### src/rtl/rx_link_sync_fsm.sv
// rx_link_sync_fsm: JESD204B receive-side link synchronisation for one lane.
// Sits behind the 8b/10b decoder. It runs code group sync, drives SYNC~,
// checks the ILA sequence and then tags user-data octets for the deframer.
// Optional feature macro: ILA_CAPTURE_EN. When it is defined, the 14
// configuration octets following /Q/ in ILA multiframe 2 are captured and
// exposed on o_ila_cfg / o_ila_cfg_vld.
module rx_link_sync_fsm #(
    parameter int K_CNT_MIN   = 4,
    parameter int ILA_MF      = 4,
    parameter int ERR_THRESH  = 3,
    parameter int ILA_TIMEOUT = 8
) (
    input  logic         clk,
    input  logic         rst,
    input  logic         i_valid,
    input  logic [7:0]   i_data,
    input  logic         i_charisk,
    input  logic         i_code_err,
    input  logic         i_lmfc_clk,
    output logic         o_sync_n,
    output logic         o_cgs_done,
    output logic         o_ila_done,
    output logic         o_data_valid,
    output logic [7:0]   o_data,
    output logic         o_ila_err,
    output logic [2:0]   o_state
`ifdef ILA_CAPTURE_EN
    ,
    output logic [111:0] o_ila_cfg,
    output logic         o_ila_cfg_vld
`endif
);

    localparam logic [2:0] CS_INIT  = 3'd0;
    localparam logic [2:0] CS_CHECK = 3'd1;
    localparam logic [2:0] ILA_WAIT = 3'd2;
    localparam logic [2:0] ILA      = 3'd3;
    localparam logic [2:0] DATA     = 3'd4;

    localparam logic [7:0] OCT_K = 8'hBC;
    localparam logic [7:0] OCT_R = 8'h1C;
    localparam logic [7:0] OCT_A = 8'h7C;

    localparam int KW = $clog2(K_CNT_MIN + 1);
    localparam int MW = $clog2(ILA_MF + 1);
    localparam int EW = $clog2(ERR_THRESH + 1);
    localparam int TW = $clog2(ILA_TIMEOUT + 1);
    // clean octets in a row that wipe the error count
    localparam int CLEAN_RUN = 4;
    localparam int CW = $clog2(CLEAN_RUN + 1);

    logic [2:0]    state, state_nxt;
    logic [KW-1:0] k_cnt, k_nxt;
    logic [MW-1:0] mf_cnt, mf_nxt;
    logic [EW-1:0] err_cnt, err_nxt;
    logic [CW-1:0] clean_cnt, clean_nxt;
    logic [TW-1:0] to_cnt, to_nxt;
    logic          r_pend, r_pend_nxt;   // /A/ seen, next octet must be /R/
    logic          sync_n_nxt, ila_done_nxt, ila_err_nxt, dv_nxt;
    logic          viol, thresh, to_init;

    logic is_k, is_r, is_a;
    assign is_k = i_valid && i_charisk && (i_data == OCT_K);
    assign is_r = i_valid && i_charisk && (i_data == OCT_R);
    assign is_a = i_valid && i_charisk && (i_data == OCT_A);

    assign o_state = state;

    // next-state, counter and output decode; resync overrides everything
    always_comb begin
        state_nxt    = state;
        k_nxt        = k_cnt;
        mf_nxt       = mf_cnt;
        err_nxt      = err_cnt;
        clean_nxt    = clean_cnt;
        to_nxt       = to_cnt;
        r_pend_nxt   = r_pend;
        sync_n_nxt   = o_sync_n;
        ila_done_nxt = o_ila_done;
        ila_err_nxt  = 1'b0;
        viol         = 1'b0;
        thresh       = 1'b0;
        to_init      = 1'b0;

        case (state)
            CS_INIT: begin
                if (i_valid) begin
                    if (is_k && !i_code_err) begin
                        if (k_cnt == KW'(K_CNT_MIN - 1)) begin
                            state_nxt = CS_CHECK;
                            k_nxt     = '0;
                        end else begin
                            k_nxt = k_cnt + 1'b1;
                        end
                    end else begin
                        k_nxt = '0;
                    end
                end
            end
            CS_CHECK: begin
                if (i_lmfc_clk) begin
                    state_nxt  = ILA_WAIT;
                    sync_n_nxt = 1'b1;
                end
            end
            ILA_WAIT: begin
                // an octet decision outranks a timeout on the same cycle
                if (i_valid && !is_k) begin
                    if (is_r) begin
                        state_nxt  = ILA;
                        mf_nxt     = '0;
                        r_pend_nxt = 1'b0;
                    end else begin
                        viol = 1'b1;
                    end
                end else if (i_lmfc_clk) begin
                    if (to_cnt == TW'(ILA_TIMEOUT - 1))
                        viol = 1'b1;
                    else
                        to_nxt = to_cnt + 1'b1;
                end
            end
            ILA: begin
                if (i_valid) begin
                    if (r_pend) begin
                        if (is_r)
                            r_pend_nxt = 1'b0;
                        else
                            viol = 1'b1;
                    end else if (is_a) begin
                        mf_nxt = mf_cnt + 1'b1;
                        if (mf_cnt == MW'(ILA_MF - 1)) begin
                            state_nxt    = DATA;
                            ila_done_nxt = 1'b1;
                        end else begin
                            r_pend_nxt = 1'b1;
                        end
                    end
                end
            end
            DATA: begin
            end
            default: begin
                to_init = 1'b1;
            end
        endcase

        // code error tracking once CGS has passed
        if (state != CS_INIT && i_valid) begin
            if (i_code_err) begin
                clean_nxt = '0;
                if (err_cnt != EW'(ERR_THRESH))
                    err_nxt = err_cnt + 1'b1;
                if (err_nxt == EW'(ERR_THRESH))
                    thresh = 1'b1;
            end else if (clean_cnt == CW'(CLEAN_RUN - 1)) begin
                clean_nxt = '0;
                err_nxt   = '0;
            end else begin
                clean_nxt = clean_cnt + 1'b1;
            end
        end

        if (viol && !thresh)
            ila_err_nxt = 1'b1;
        if (viol || thresh)
            to_init = 1'b1;

        if (to_init) begin
            state_nxt    = CS_INIT;
            k_nxt        = '0;
            mf_nxt       = '0;
            err_nxt      = '0;
            clean_nxt    = '0;
            to_nxt       = '0;
            r_pend_nxt   = 1'b0;
            sync_n_nxt   = 1'b0;
            ila_done_nxt = 1'b0;
        end

        // the /A/ that closes the ILA is not data, so only DATA->DATA flags
        dv_nxt = (state == DATA) && !to_init && i_valid;
    end

    // state, counters and registered outputs
    always_ff @(posedge clk or posedge rst) begin
        if (rst) begin
            state        <= CS_INIT;
            k_cnt        <= '0;
            mf_cnt       <= '0;
            err_cnt      <= '0;
            clean_cnt    <= '0;
            to_cnt       <= '0;
            r_pend       <= 1'b0;
            o_sync_n     <= 1'b0;
            o_cgs_done   <= 1'b0;
            o_ila_done   <= 1'b0;
            o_data_valid <= 1'b0;
            o_data       <= 8'h00;
            o_ila_err    <= 1'b0;
        end else begin
            state        <= state_nxt;
            k_cnt        <= k_nxt;
            mf_cnt       <= mf_nxt;
            err_cnt      <= err_nxt;
            clean_cnt    <= clean_nxt;
            to_cnt       <= to_nxt;
            r_pend       <= r_pend_nxt;
            o_sync_n     <= sync_n_nxt;
            o_cgs_done   <= (state_nxt != CS_INIT);
            o_ila_done   <= ila_done_nxt;
            o_data_valid <= dv_nxt;
            o_data       <= i_data;
            o_ila_err    <= ila_err_nxt;
        end
    end

`ifdef ILA_CAPTURE_EN
    localparam logic [7:0] OCT_Q = 8'h9C;

    logic       is_q;
    logic       cap_on;
    logic [3:0] cap_idx;
    assign is_q = i_valid && i_charisk && (i_data == OCT_Q);

    // capture the 14 config octets after /Q/ in the second multiframe
    always_ff @(posedge clk or posedge rst) begin
        if (rst) begin
            cap_on        <= 1'b0;
            cap_idx       <= 4'd0;
            o_ila_cfg     <= '0;
            o_ila_cfg_vld <= 1'b0;
        end else if (to_init) begin
            cap_on        <= 1'b0;
            cap_idx       <= 4'd0;
            o_ila_cfg     <= '0;
            o_ila_cfg_vld <= 1'b0;
        end else begin
            o_ila_cfg_vld <= ila_done_nxt;
            if (state == ILA && i_valid) begin
                if (cap_on) begin
                    o_ila_cfg[{cap_idx, 3'b000} +: 8] <= i_data;
                    cap_idx <= cap_idx + 4'd1;
                    if (cap_idx == 4'd13)
                        cap_on <= 1'b0;
                end else if (is_q && !r_pend && mf_cnt == MW'(1) && cap_idx == 4'd0) begin
                    cap_on <= 1'b1;
                end
            end
        end
    end
`endif

endmodule

### config.mk
export PLATFORM = sky130hd
export DESIGN_NAME = rx_link_sync_fsm
export DESIGN_NICKNAME = d
export VERILOG_FILES = /design/src/rtl/rx_link_sync_fsm.sv
export SDC_FILE = /design/constraint.sdc
export NUM_CORES = 1
export LEC_CHECK = 0
export CAP_MARGIN = 10
export CORE_UTILIZATION = 30
export CTS_CLUSTER_SIZE = 8
export DETAILED_ROUTE_END_ITERATION = 10
export PLACE_DENSITY = 0.61
export SLEW_MARGIN = 20
export SYNTH_ARGS = -nofsm -noshare
export SYNTH_HDL_FRONTEND = slang
export SYNTH_SLANG_ARGS = --single-unit
### constraint.sdc
create_clock -name clk -period 1.94 [get_ports clk]
set_input_delay 0.388 -clock clk [delete_from_list [all_inputs] [get_ports clk]]
set_output_delay 0.388 -clock clk [all_outputs]
set_load 0.005 [all_outputs]
Word-level counts from Yosys, hierarchy flattened
Index checks and enable logic that the tools add are counted.

word-level totals
  input port bits = 14
  logic and storage cells = 146
  output and inout port bits = 16
  register bits after elaboration = 32

operators by class
  add/sub/neg operators = 5
  reductions and logical operators = 37
  mux-type cells = 70
  eq/ne operators = 21

operator list
  kind                   number
  $mux W3                26
  $mux W1                28
  $mux W4                5
  $reduce_bool A2 Y1     9
  $eq A3 B2 Y1 const B   5
  $ne A3 B3 Y1 const B   5
  $mux W2                7
  $pmux W3 S4            1
  $reduce_bool A3 Y1     4
  $logic_and A1 B1 Y1    10
  $add A3 B1 Y3 const B  3
  $eq A8 B5 Y1 const B   1
  $eq A8 B7 Y1 const B   1
  $eq A8 B8 Y1 const B   1
  $reduce_and A4 Y1      2
  $ne A2 B2 Y1 const B   3
  $pmux W3 S2            1
  $reduce_and A2 Y1      3
  $reduce_and A6 Y1      1
  $reduce_and A5 Y1      1
  $reduce_or A5 Y1       1
  $add A4 B1 Y4 const B  1
  $eq A4 B3 Y1 const B   1
  $logic_not A1 Y1       4
  8 further kinds        9

Longest topological paths before layout
  word-level depth = 13
  gate-level depth with buffers = 6

Worst setup path after synthesis
Ideal clock, no wire load.

  kind = register -> register
  start point = register to_cnt[0]
  end point = register to_cnt[3]
  arrival time = 1694 ps
  cell stages (with the launch flop) = 6
  data required time = 1853 ps
  path slack = 159 ps
  clock period less this slack = 1781 ps
  setup time = 87 ps
  cells stage by stage = dfrtp_1 ha_1 and3b_1 nand3b_1 or4_1 a211oi_2

between the ends
  longest elaborated chain between the ends = 9
  elaborated cells between the ends (all ways) = 18

ends and longest elaborated chain
  what                                                                 RTL line  text
  start, declared                                                      57        logic [TW-1:0] to_cnt, to_nxt;
  start signal, assigned                                               207       to_cnt <= to_nxt;
  $eq A4 B3 Y1                                                         117       if (to_cnt == TW'(ILA_TIMEOUT - 1))
  $mux W1                                                              117
  $mux W1                                                              116       end else if (i_lmfc_clk) begin
  $mux W1                                                              108       if (i_valid && !is_k) begin
  $pmux W1 S2                                                          85        case (state)
  $logic_or A1 B1 Y1                                                   166       if (viol || thresh)
  $mux W1                                                              166
  $ne A2 B2 Y1 (no source line) or $reduce_bool A2 Y1 (tied branches)  --
  $reduce_and A4 Y1 (no source line)                                   --

Parallel ways exist; a longest one is shown, timed or not. The select of a mux whose other input is x is not followed.
A chain may end at the register's enable or synchronous reset.

Worst setup path after layout
Ends and elaborated chain as after synthesis.

==> metrics.md <==
| Metric | Value |
|---|---|
| Routed WL | `4600 um` |
| CTS tree | `yes` |
| Diode count | `0` |
| Overall Power | `1880 uW` |
| Clk_lat worst skew | `0.28 ns` |
| Mapped cell area | `1710 um2` |
| Clock power share | `37.9%` |
| Clk_skew | `0.00758 ns` |
| Highest-delay cell along the critical path | `or4_4` |
| CP cell instances | `ha_1 -> and3b_1 -> nand3b_1 -> or4_4 -> a211oi_2` |
| Largest cells by area after synthesis | `dfrtp_1, a211oi_1, nor3_1` |
| Total CTS buffers | `5` |
| Via density | `5.12` |
| Yosys warning count | `0` |
| Die W | `77.5 um` |
| Ys async rst share | `100%` |
| Sink Count | `32` |
| Final Cycle Share | `96.7%` |
| CP arrival | `2.07 ns` |
| Slew Limit Fails | `0` |
| PD cells | `733 nW/um2` |
| P_leak | `0.00118 uW` |
| Worst vdd ir | `0.503 mV` |
| Pint | `1400 uW` |
| Initial antenna violation count | `0` |
| WL per Instance | `14.9 um` |
| Final Hold Vio Count | `0` |
| First-pass GRT wire length | `7600 um` |
| Number of iterations in the first detailed-routing pass | `4` |
| Pin count of the biggest net entering global routing | `33` |
| Synth cell types | `44` |
| FP Rows | `27` |
| Critical Path Max Stage Delay | `0.53 ns` |
| Max Freq | `533 MHz` |
| # fillers | `517` |
| Syn_area_per_cell | `10.4 um2` |
| CP required | `2.14 ns` |
| Switching Fraction | `25.6%` |
| Root buf cell | `clkbuf_8` |
| H-tree Lvls | `2` |
| Most common cell after layout, fill and taps aside | `buf_4` |
| Nets | `254` |
| Final worst slack | `0.0644 ns` |
| Reg power frac | `41.9%` |
| Die ar. | `6000 um2` |
| Final hold slack | `0.312 ns` |
| Critical path type | `flip-flop to flip-flop` |
| Crit-path max FO | `6` |
| Main synth FF type | `dfrtp_1` |
| Final Wtd Congestion | `0.824` |
| Largest area contributor in the netlist | `dfrtp_1` |
| Sequential fraction of the synthesis area | `46.9%` |
| Most frequent cells in the layout | `buf_4, dfrtp_1, clkdlybuf4s50_1` |
| Max-Cap Viols | `0` |
| IO Count | `30` |
| Worst Max-Slew Pin Slew | `0.601 ns` |
| CORE AREA | `5510 um2` |
| Max clock buf depth | `2` |
| Relative slew slack | `59.6%` |
| Final ANT Viol Nets | `0` |
| RSZ-0062 raised after global routing | `no` |
| Syn_nets | `183` |
| Share of the synthesized area in the top cell type | `46.9%` |
| Hpwl dp | `3260 um` |
| Syn Inst Count | `164` |
| CTS clk-pin slew, worst paths | `0.07 ns` |
| Setup-failing EPs final | `0` |
| Minimum clock period | `1.88 ns` |
| Iteration-0 DRC Markers | `73` |
| Area of the multi-input gates | `888 um2` |
| # DRC | `0` |
| # port buffers | `29` |
| Vias in the first global route | `1615` |
| Worst setup EP type | `flip-flop` |
| Startpoint types | `flip-flop` |
| Overflow after GRT | `0` |
| DP Worst Slack | `-0.365 ns` |
| Die Ht | `77.5 um` |
| Status | `completed` |
| Via count | `1576` |
| Share of cells above drive strength 1 | `28.8%` |
| Seq. cell area | `801 um2` |
| GRT Overall Usage | `16.1%` |
| Gate power share | `20.2%` |
| Hold Crit Class | `input pin to flip-flop` |
| Number of synthesized register bits | `32` |
| Layout area overhead | `50.0%` |
| Initial Utilization | `31.0%` |
| Switching pwr | `481 uW` |
| Number of flops mapped to enable cells by yosys | `0` |
[area by class of cell]
cell class	instances	area share (%)
Multi-Input combinational cell	118	34.7
Sequential cell	32	31.2
Timing Repair Buffer	73	24.9
Clock buffer	7	3.76
Tap cell	72	3.52
Clock inverter	1	1.17
Inverter	5	0.732
[timing repair]
action                                  CTS  global route
resized for setup                         5            14
hold buffers                              0             0
endpoints found under the setup margin    6            11
buffers inserted                          2             3
pin swaps                                 2             4
[critical path, delay by kind of cell, from the launching register on]
family | cells | cell delay [ns]
and+or+nand+nor | 3 | 0.97
DFF | 1 | 0.40
adders and majority gates | 1 | 0.22
AOI/OAI and AO/OA | 1 | 0.21
[power by group through the flow]
stage	clock [uW]	sequential (uW)	combinational, uW
floorplan	0	790	168
global placement	0	798	324
detailed placement	0	804	334
CTS	723	790	337
global route	752	792	425
finish	712	787	380
[state kept, by name, summed over array words and instances, names as in the netlist]
name          cells
o_data            8
to_cnt            4
clean_cnt         3
k_cnt             3
mf_cnt            3
o_state           3
err_cnt           2
o_cgs_done        1
o_data_valid      1
o_ila_done        1
o_ila_err         1
o_sync_n          1
r_pend            1
[cells in the mapped netlist (all sizes together), types with 3 or more instances]
library cell   n
nor2           5
nor4           3
nand3b         3
buf            4
a21oi          5
or3            4
o21ai          7
clkbuf         5
a211oi        11
ha             5
a22oi          4
a32oi          4
nand2          7
nor3          14
nand2b         3
and3b          3
dfrtp         32
o31ai          6
inv            5
nand3          4
[per-stage QoR]
step                std cells  util [%]  setup TNS [ns]  cell area (um2)
finish                    308      46.5               0             2560
global route              308      46.5               0             2560
CTS                       305      45.3               0             2500
detailed placement        295      42.8           -6.28             2350
global placement          295      42.8           -5.62             2350
floorplan                 164         -               0             1710
[final timing paths]
check / start / endpoint / slack [ns] / cells after the start
worst min-delay path: i_data[3] / o_data[3]$_DFF_PP0_ / 0.31 / 1
worst max-delay path: to_cnt[0]$_DFFE_PP0P_ / to_cnt[3]$_DFFE_PP0P_ / 0.06 / 5
worst max register to register: to_cnt[0]$_DFFE_PP0P_ / to_cnt[3]$_DFFE_PP0P_ / 0.06 / 5
min in group asynchronous: rst / o_data[5]$_DFF_PP0_ / 0.49 / 3
worst min register to register: mf_cnt[0]$_DFFE_PP0P_ / mf_cnt[0]$_DFFE_PP0P_ / 0.51 / 1
max in group asynchronous: rst / mf_cnt[0]$_DFFE_PP0P_ / 1.15 / 3
[routing by layer]
layer | up-vias | GRT usage (%) | routed length (um)
met2 | 24 | 26.5 | 2240
met4 | 0 | 5.66 | 63
met1 | 770 | 20.6 | 2160
met5 | - | 0 | 0
met3 | 6 | 3.65 | 137
li1 | 776 | - | -
[kinds of logic after synthesis]
group	share of synthesized area, %
and+or+nand+nor	27.3
adders and majority gates	3.66
AOI/OAI and AO/OA	18.8
DFF	46.9
buffers and inverters	3.37
(Power assumes the default switching activity.)
